`src/rtl/wb_initiator.sv`:
```
// wb_initiator: bridges a single-beat CPU load/store request onto a Wishbone classic
// bus. Checks alignment, steers byte lanes, extends read data and aborts a bus cycle
// that sees no acknowledge within TIMEOUT+1 cycles.
module wb_initiator #(
  parameter int unsigned TIMEOUT = 255
) (
  input  logic        clk,
  input  logic        reset,
  // CPU request side
  input  logic        req_valid,
  output logic        req_ready,
  input  logic [31:0] req_addr,
  input  logic [31:0] req_wdata,
  input  logic        req_we,
  input  logic [1:0]  req_size,
  input  logic        req_signed,
  // CPU response side
  output logic        rsp_valid,
  output logic [31:0] rsp_rdata,
  output logic        rsp_err,
  // Wishbone initiator
  output logic [31:0] wb_addr,
  output logic [31:0] wb_wdata,
  output logic [3:0]  wb_sel,
  output logic        wb_we,
  output logic        wb_cyc,
  output logic        wb_stb,
  input  logic [31:0] wb_rdata,
  input  logic        wb_ack
);

  // Counter only ever reaches TIMEOUT, so this width never wraps.
  localparam int unsigned    CntW   = $clog2(TIMEOUT + 1);
  localparam logic [CntW-1:0] CntMax = CntW'(TIMEOUT);

  localparam logic [1:0] SzByte = 2'b00;
  localparam logic [1:0] SzHalf = 2'b01;
  localparam logic [1:0] SzWord = 2'b10;

  typedef enum logic [1:0] {StIdle, StBus, StResp} state_e;

  state_e            state_q, state_d;
  logic [CntW-1:0]   cnt_q, cnt_d;
  logic [31:0]       addr_q, addr_d;
  logic [31:0]       wdata_q, wdata_d;
  logic [3:0]        sel_q, sel_d;
  logic              we_q, we_d;
  logic [1:0]        size_q, size_d;
  logic              signed_q, signed_d;
  logic [1:0]        lane_q, lane_d;
  logic              rsp_err_q, rsp_err_d;
  logic [31:0]       rsp_rdata_q, rsp_rdata_d;

  logic              misaligned;
  logic [3:0]        req_sel;
  logic [31:0]       req_wdata_rep;
  logic [7:0]        rd_byte;
  logic [15:0]       rd_half;
  logic [31:0]       rd_ext;

  // Decode the incoming request: alignment, lane enables and replicated write data.
  always_comb begin
    misaligned    = 1'b0;
    req_sel       = 4'b0000;
    req_wdata_rep = req_wdata;
    unique case (req_size)
      SzByte: begin
        req_sel       = 4'b0001 << req_addr[1:0];
        req_wdata_rep = {4{req_wdata[7:0]}};
      end
      SzHalf: begin
        misaligned    = req_addr[0];
        req_sel       = req_addr[1] ? 4'b1100 : 4'b0011;
        req_wdata_rep = {2{req_wdata[15:0]}};
      end
      SzWord: begin
        misaligned = |req_addr[1:0];
        req_sel    = 4'b1111;
      end
      default: misaligned = 1'b1;
    endcase
  end

  // Pick the addressed lane(s) out of the bus word and extend to 32 bits.
  always_comb begin
    rd_byte = wb_rdata[7:0];
    unique case (lane_q)
      2'd0: rd_byte = wb_rdata[7:0];
      2'd1: rd_byte = wb_rdata[15:8];
      2'd2: rd_byte = wb_rdata[23:16];
      2'd3: rd_byte = wb_rdata[31:24];
      default: rd_byte = wb_rdata[7:0];
    endcase
    rd_half = lane_q[1] ? wb_rdata[31:16] : wb_rdata[15:0];
    unique case (size_q)
      SzByte:  rd_ext = signed_q ? {{24{rd_byte[7]}}, rd_byte} : {24'h0, rd_byte};
      SzHalf:  rd_ext = signed_q ? {{16{rd_half[15]}}, rd_half} : {16'h0, rd_half};
      default: rd_ext = wb_rdata;
    endcase
  end

  // Next-state logic: IDLE accepts, BUS waits for ack or timeout, RESP strobes once.
  always_comb begin
    state_d     = state_q;
    cnt_d       = cnt_q;
    addr_d      = addr_q;
    wdata_d     = wdata_q;
    sel_d       = sel_q;
    we_d        = we_q;
    size_d      = size_q;
    signed_d    = signed_q;
    lane_d      = lane_q;
    rsp_err_d   = rsp_err_q;
    rsp_rdata_d = rsp_rdata_q;

    unique case (state_q)
      StIdle: begin
        if (req_valid) begin
          if (misaligned) begin
            // Rejected without touching the bus.
            state_d     = StResp;
            rsp_err_d   = 1'b1;
            rsp_rdata_d = 32'h0;
          end else begin
            state_d  = StBus;
            cnt_d    = '0;
            addr_d   = {req_addr[31:2], 2'b00};
            wdata_d  = req_wdata_rep;
            sel_d    = req_sel;
            we_d     = req_we;
            size_d   = req_size;
            signed_d = req_signed;
            lane_d   = req_addr[1:0];
          end
        end
      end
      StBus: begin
        // Ack is checked first so an ack on the final counted cycle still succeeds.
        if (wb_ack) begin
          state_d     = StResp;
          rsp_err_d   = 1'b0;
          rsp_rdata_d = we_q ? 32'h0 : rd_ext;
        end else if (cnt_q == CntMax) begin
          state_d     = StResp;
          rsp_err_d   = 1'b1;
          rsp_rdata_d = 32'h0;
        end else begin
          cnt_d = cnt_q + CntW'(1);
        end
      end
      StResp: state_d = StIdle;
      default: state_d = StIdle;
    endcase
  end

  // State and datapath registers, all cleared asynchronously.
  always_ff @(posedge clk or posedge reset) begin
    if (reset) begin
      state_q     <= StIdle;
      cnt_q       <= '0;
      addr_q      <= 32'h0;
      wdata_q     <= 32'h0;
      sel_q       <= 4'h0;
      we_q        <= 1'b0;
      size_q      <= 2'b00;
      signed_q    <= 1'b0;
      lane_q      <= 2'b00;
      rsp_err_q   <= 1'b0;
      rsp_rdata_q <= 32'h0;
    end else begin
      state_q     <= state_d;
      cnt_q       <= cnt_d;
      addr_q      <= addr_d;
      wdata_q     <= wdata_d;
      sel_q       <= sel_d;
      we_q        <= we_d;
      size_q      <= size_d;
      signed_q    <= signed_d;
      lane_q      <= lane_d;
      rsp_err_q   <= rsp_err_d;
      rsp_rdata_q <= rsp_rdata_d;
    end
  end

  // Handshake and strobes come straight from the state register, so reset drops them at once.
  assign req_ready = (state_q == StIdle);
  assign wb_cyc    = (state_q == StBus);
  assign wb_stb    = (state_q == StBus);
  assign rsp_valid = (state_q == StResp);
  assign rsp_err   = rsp_err_q;
  assign rsp_rdata = rsp_rdata_q;
  assign wb_addr   = addr_q;
  assign wb_wdata  = wdata_q;
  assign wb_sel    = sel_q;
  assign wb_we     = we_q;

endmodule

```
`config.mk`:
```
export PLATFORM = sky130hd
export DESIGN_NAME = wb_initiator
export DESIGN_NICKNAME = d
export VERILOG_FILES = /design/src/rtl/wb_initiator.sv
export SDC_FILE = /design/constraint.sdc
export NUM_CORES = 1
export LEC_CHECK = 0
export ABC_CLOCK_PERIOD_IN_PS = 3980
export CAP_MARGIN = 0
export CORE_ASPECT_RATIO = 0.9
export CORE_MARGIN = 2
export CORE_UTILIZATION = 42
export CTS_BUF_LIST = sky130_fd_sc_hd__clkbuf_4 sky130_fd_sc_hd__clkbuf_8
export DETAILED_ROUTE_END_ITERATION = 7
export PLACE_DENSITY = 0.79
export SLEW_MARGIN = 20
export SYNTH_ARGS = -nofsm -noshare
export SYNTH_HDL_FRONTEND = slang
export SYNTH_SLANG_ARGS = --single-unit
```
`constraint.sdc`:
```
create_clock -name clk -period 3.98 [get_ports clk]
set_input_delay 1.194 -clock clk [delete_from_list [all_inputs] [get_ports clk]]
set_output_delay 1.194 -clock clk [all_outputs]
set_load 0.01 [all_outputs]
```
==> results.py, run 1 <==
metrics = {
    "timing": {
        "skew_ns": 0.00782,
        "tightestPinTransition_ns": 0.885,
        "finalHoldViolCount": 0,
        "rsz0062_at_grt": "false",
        "setup_tns_ns": 0,
        "fin_crit_ns": 3.07,
        "fmax_mhz": 325,
        "maxSlewHeadroom": 0.410,
        "finalSetupViolations": 0,
        "post-route-period-util": 0.772,
        "maxSlewViolCount": 0,
    },
    "synth": {
        "netlist-cell-type-count": 56,
        "syn_area_sq_um": 5760,
        "avgSynthCellArea_sq_um": 12.0,
        "synth-async-reset-ratio": 1.00,
        "synth_seq_cells": 115,
        "synthFlopType": "dfrtp_1",
        "syn_inst": 480,
        "synth_edf_count": 0,
        "ys_seq_area_frac": 0.500,
        "synth_common_cells": "dfrtp_1, mux2_4, nand2_1",
        "yosysMostFrequentCell": "dfrtp_1",
        "yosys.area.top_type": "dfrtp_1",
        "yosys-top-cells-area": "dfrtp_1, mux2_4, mux2i_1, a221o_1, mux4_2",
        "synth.top_cell.area_share": 0.500,
        "yosysWarnings": 0,
    },
    "worst_setup_path": {
        "path_cells": "and2b_1 > clkdlybuf4s50_1",
        "endpoint_kind": "output pin",
        "cp.arrival_ns": 1.88,
        "crit_end": "wb_cyc",
        "r2r_start": "lane_q[1]",
        "ff2ff_setup_slack_ns": 1.71,
        "critPathMaxFanout": 9,
        "timing.critical_path.buf_inv": 1,
        "critPathKind": "register to output pin",
        "worstSetupStartpointType": "register",
        "startpoint": "state_q[1]",
        "cpLargestDelayFamily": "buffers and inverters",
        "cp_slowest_cell": "clkdlybuf4s50_1",
        "crit_cells": 2,
        "crit_required_ns": 2.79,
        "worst_r2r_path_depth": 4,
        "r2r_end": "rsp_rdata[13]",
        "slowest_delay_ns": 0.58,
    },
    "clocking": {
        "cts_root_buf": "clkbuf_8",
        "cts_tree": "done",
        "postCtsSetupBuffers": 0,
        "cts_hold_buf": 0,
        "ctsResizeCount": 0,
        "h-tree-depth": 4,
        "clock_latency_ns": 0.43,
        "cts_num_sinks": 115,
        "clk_pin_slew_worst_paths_ns": 0.06,
        "clockBufferDepth": 2,
        "cts_buffers": 17,
    },
    "place": {
        "post_dp_cell_area_sq_um": 7890,
        "dp_hpwl_um": 11600,
        "place.gp.congestion": 0.882,
        "place_inst": 827,
        "port_buffers": 207,
    },
    "min_path": {
        "hold_class": "register to register",
    },
    "final_layout": {
        "final_area_sq_um": 8300,
        "nets": 783,
        "diodes": 0,
        "area_delta_synth_final_pct": 44.1,
        "post_route_cells_drive_above_1_share": 0.145,
        "stdcell_count": 858,
    },
    "die": {
        "fp.dieW_um": 127,
        "num_rows": 40,
        "dieArea_sq_um": 14700,
        "core_area_sq_um": 13400,
        "io_pins": 210,
        "fp.dieH_um": 115,
        "start_util": 0.431,
    },
    "power_and_ir_drop": {
        "switching_share": 0.311,
        "p_per_area_nw_per_um2": 585,
        "p_comb_frac": 0.381,
        "power.internal_w": 0.00335,
        "leakage_nw": 3.76,
        "sequentialPowerShare": 0.383,
        "p_total_w": 0.00486,
        "clockPowerShare": 0.236,
        "peakVddDrop_v": 0.000299,
        "net-switching-power_w": 0.00151,
    },
    "drt": {
        "first_iter_violations": 447,
        "dr_wl_met3_um": 1560,
        "wl_um": 16000,
        "wl_met2_um": 7720,
        "drt_drc_violations_left": 0,
        "m1WireLength_um": 6520,
        "num_vias": 4787,
        "highest_layer": "met4",
        "routedWlPerCell_um": 18.7,
        "firstDrtPassIters": 5,
        "final_antenna_net_count": 0,
        "via_per_inst": 5.58,
    },
    "global_routing": {
        "grt_pass1_wl_um": 24600,
        "grt_pass1_vias": 4786,
        "antenna_found_initial": 0,
        "grt_start_max_net_pins": 67,
        "gr-total-overflow": 0,
        "grt_usage": 0.216,
    },
    "run_status": {
        "outcome": "finished, final reports clean",
    },
    "flow_run": {
        "maxCapViolations": 0,
    },
}
registers in the layout, indices dropped and copies added, names as in the netlist:
signal	count
rsp_rdata	32
state_q	2
size_q	2
wb_addr	30
cnt_q	8
wb_sel	4
lane_q	2
wb_wdata	32
wb_we	1
signed_q	1
rsp_err	1
cell type report:
cell class | instances | area [sq um]
inverter | 18 | 71.3
timing repair buffer | 217 | 2170
sequential | 115 | 2880
fill | 1039 | 5060
clock buffer | 19 | 249
tap | 168 | 210
multi-input combinational | 309 | 2560
clock inverter | 12 | 164
metrics by stage:
stage / hold slack, ns / utilization / setup slack (ns)
floorplan: 0.445 / - / 1.39
global placement: 0.464 / 0.590 / 0.595
detailed placement: 0.467 / 0.590 / 0.525
CTS: 0.481 / 0.621 / 0.858
global route: 0.502 / 0.621 / 0.784
finish: 0.481 / 0.621 / 0.907
cells in the final DEF (no fill, tap or decap), types with 3 or more instances in the layout:
master and count:
a21o_1 10, a21oi_1 12, a221o_1 24, a31oi_1 10
buf_4 8, bufinv_16 4, clkbuf_8 17, clkdlybuf4s50_1 207
clkinv_2 7, dfrtp_1 115, inv_1 17, mux2_4 43
mux2i_1 26, mux4_2 8, nand2_1 33, nand3_1 11
nor2_1 27, nor2b_1 4, o211ai_1 3, o21ai_0 27
o21ai_1 16, o22ai_1 8, o2bb2ai_1 8
layer usage:
layer	up-vias	global-route usage
met1	2358	0.262
met2	250	0.360
met4	0	0.0630
li1	2158	-
met5	-	0
met3	21	0.0861
worst register-to-register path: stages (launching register included):
cell     delay [ns]
dfrtp_1        0.92
mux4_2         0.62
nand3_1        0.27
a31oi_1        0.17
a21o_1         0.18
power groups by stage:
stage          registers, W  clock network (W)  logic (W)
2_1_floorplan       0.00190                  0   0.000853
3_3_place_gp        0.00185                  0    0.00181
3_5_place_dp        0.00186                  0    0.00186
4_1_cts             0.00186            0.00117    0.00186
5_1_grt             0.00191            0.00123    0.00197
6_report            0.00186            0.00115    0.00185
cell families (layout without fill, tap and decap cells):
family	count (synthesis)	after routing	synth area share
flops	115	115	0.500
simple gates	94	94	0.0836
other cells	1	2	0.000651
mux	77	77	0.189
xor+xnor	4	4	0.00608
buf+inv	57	266	0.0569
fa+ha+maj	1	1	0.00217
compound gates	131	131	0.162
worst min path at each step:
stage                    endpoint  cells past startpoint          start
floorplan                cnt_q[7]                      1       cnt_q[7]
global placement     wb_wdata[22]                      2   wb_wdata[22]
detailed placement  rsp_rdata[10]                      1  rsp_rdata[10]
CTS                 rsp_rdata[10]                      1  rsp_rdata[10]
global route         rsp_rdata[6]                      1   rsp_rdata[6]
finish              rsp_rdata[10]                      1  rsp_rdata[10]
Power figures use the tool's default switching activity.
==> run 2: changes to the inputs <==
Settings changed: ABC_CLOCK_PERIOD_IN_PS 3980 to 2500.
Clock period 3.98 ns to 2.5 ns, I/O delays scaled along.
==> results.py, run 2 (same netlist as run 1, synthesis figures left out) <==
metrics = {
    "clocking": {
        "clk_pin_slew_worst_paths_ns": 0.07,
        "cts_tree": "done",
        "h-tree-depth": 4,
        "cts_num_sinks": 115,
        "cts_buffers": 17,
        "cts_hold_buf": 0,
        "cts_root_buf": "clkbuf_8",
        "clock_latency_ns": 0.44,
        "clockBufferDepth": 2,
    },
    "drt": {
        "first_iter_violations": 363,
        "num_vias": 4809,
        "drt_drc_violations_left": 0,
        "via_per_inst": 5.52,
        "routedWlPerCell_um": 18.4,
        "final_antenna_net_count": 0,
        "firstDrtPassIters": 5,
        "wl_um": 16000,
    },
    "final_layout": {
        "final.fill_count": 994,
        "final_area_sq_um": 8400,
        "nets": 796,
        "final_cell_mix": "clkdlybuf4s50_1, dfrtp_1, mux2_4",
        "multiInputGateArea_sq_um": 2560,
        "diodes": 0,
        "seqCellArea_sq_um": 2880,
        "post_route_cells_drive_above_1_share": 0.164,
        "area_delta_synth_final_pct": 45.8,
        "final_common_cell": "clkdlybuf4s50_1",
    },
    "timing": {
        "fmax_mhz": 418,
        "maxSlewViolCount": 0,
        "rsz0062_at_grt": "false",
        "skew_ns": 0.00731,
        "maxSlewHeadroom": 0.527,
        "finalHoldViolCount": 0,
        "post-route-period-util": 0.957,
        "setup_tns_ns": 0,
        "fin_crit_ns": 2.39,
        "finalSetupViolations": 0,
        "setup_slack_ns": 0.109,
        "tightestPinTransition_ns": 0.709,
        "hold_ws_ns": 0.483,
    },
    "die": {
        "start_util": 0.431,
        "num_rows": 40,
        "core_area_sq_um": 13400,
        "dieArea_sq_um": 14700,
        "fp.dieW_um": 127,
        "io_pins": 210,
        "fp.dieH_um": 115,
    },
    "power_and_ir_drop": {
        "leakage_nw": 3.81,
        "sequentialPowerShare": 0.386,
        "clockPowerShare": 0.214,
        "switching_share": 0.321,
        "power.internal_w": 0.00515,
        "p_total_w": 0.00759,
        "p_per_area_nw_per_um2": 903,
        "p_comb_frac": 0.400,
        "net-switching-power_w": 0.00243,
        "peakVddDrop_v": 0.000501,
    },
    "worst_setup_path": {
        "critPathMaxFanout": 4,
        "cp.arrival_ns": 1.64,
        "endpoint_kind": "output pin",
        "crit_required_ns": 1.75,
        "worstSetupStartpointType": "register",
        "critPathKind": "register to output pin",
    },
    "global_routing": {
        "grt_pass1_vias": 4977,
        "gr-total-overflow": 0,
        "grt_start_max_net_pins": 69,
        "grt_pass1_wl_um": 25300,
        "antenna_found_initial": 0,
        "grt_usage": 0.223,
    },
    "flow_run": {
        "maxCapViolations": 0,
    },
    "place": {
        "dp_worst_setup_slack_ns": 0.0153,
        "post_dp_cell_area_sq_um": 8010,
        "port_buffers": 207,
        "place.gp.congestion": 0.853,
        "dp_hpwl_um": 11700,
    },
    "run_status": {
        "outcome": "finished, final reports clean",
    },
    "min_path": {
        "hold_class": "register to register",
    },
}
[run 2: final cells by class]
class,instances,share of cell area
clock buffers,21,0.0344
clock inverters,10,0.00983
inverters,18,0.00849
multi-input cells,309,0.305
flip-flops and latches,115,0.343
well taps,168,0.0250
repair buffers,230,0.275
[run 2: what timing repair did]
| action | in CTS | in global routing |
|---|---|---|
| setup endpoints to repair | 2 | 0 |
| resized for setup | 2 | 0 |
| buffers inserted | 2 | 0 |
[run 2: power groups by stage]
stage                     combinational (W)  clock, W  sequential (W)
after CTS                           0.00306   0.00166         0.00292
after floorplan                     0.00136         0         0.00302
final                               0.00304   0.00162         0.00293
after global routing                0.00325   0.00175         0.00300
after detailed placement            0.00305         0         0.00294
after global placement              0.00295         0         0.00291
[run 2: critical path, stage by stage, from the launching register on]
cell             delay [ns]
dfrtp_2                0.43
and2b_2                0.24
clkdlybuf4s50_1        0.54
[run 2: path summary, 6_finish.rpt]
path,cells after the start,endpoint,from,slack [ns]
hold / removal,1,cnt_q[7],cnt_q[7],0.48
hold reg to reg,1,cnt_q[7],cnt_q[7],0.48
max in group asynchronous,3,wb_addr[14],reset,1.21
setup / recovery,2,wb_stb,state_q[1],0.11
setup reg to reg,5,rsp_rdata[14],lane_q[1],0.47
min in group asynchronous,3,rsp_rdata[31],reset,0.76
[run 2: per-stage QoR]
stage / std cells / util
floorplan: 481 / -
finish: 871 / 0.629
CTS: 871 / 0.629
detailed placement: 838 / 0.599
global route: 871 / 0.629
global placement: 838 / 0.599
[run 2: layer usage]
| metal | share of wire | wire length [um] | track usage |
|---|---|---|---|
| met5 | 0 | 0 | 0 |
| met1 | 0.40 | 6370 | 0.261 |
| met4 | 0.021 | 333 | 0.0894 |
| met2 | 0.48 | 7710 | 0.369 |
| met3 | 0.099 | 1580 | 0.0912 |
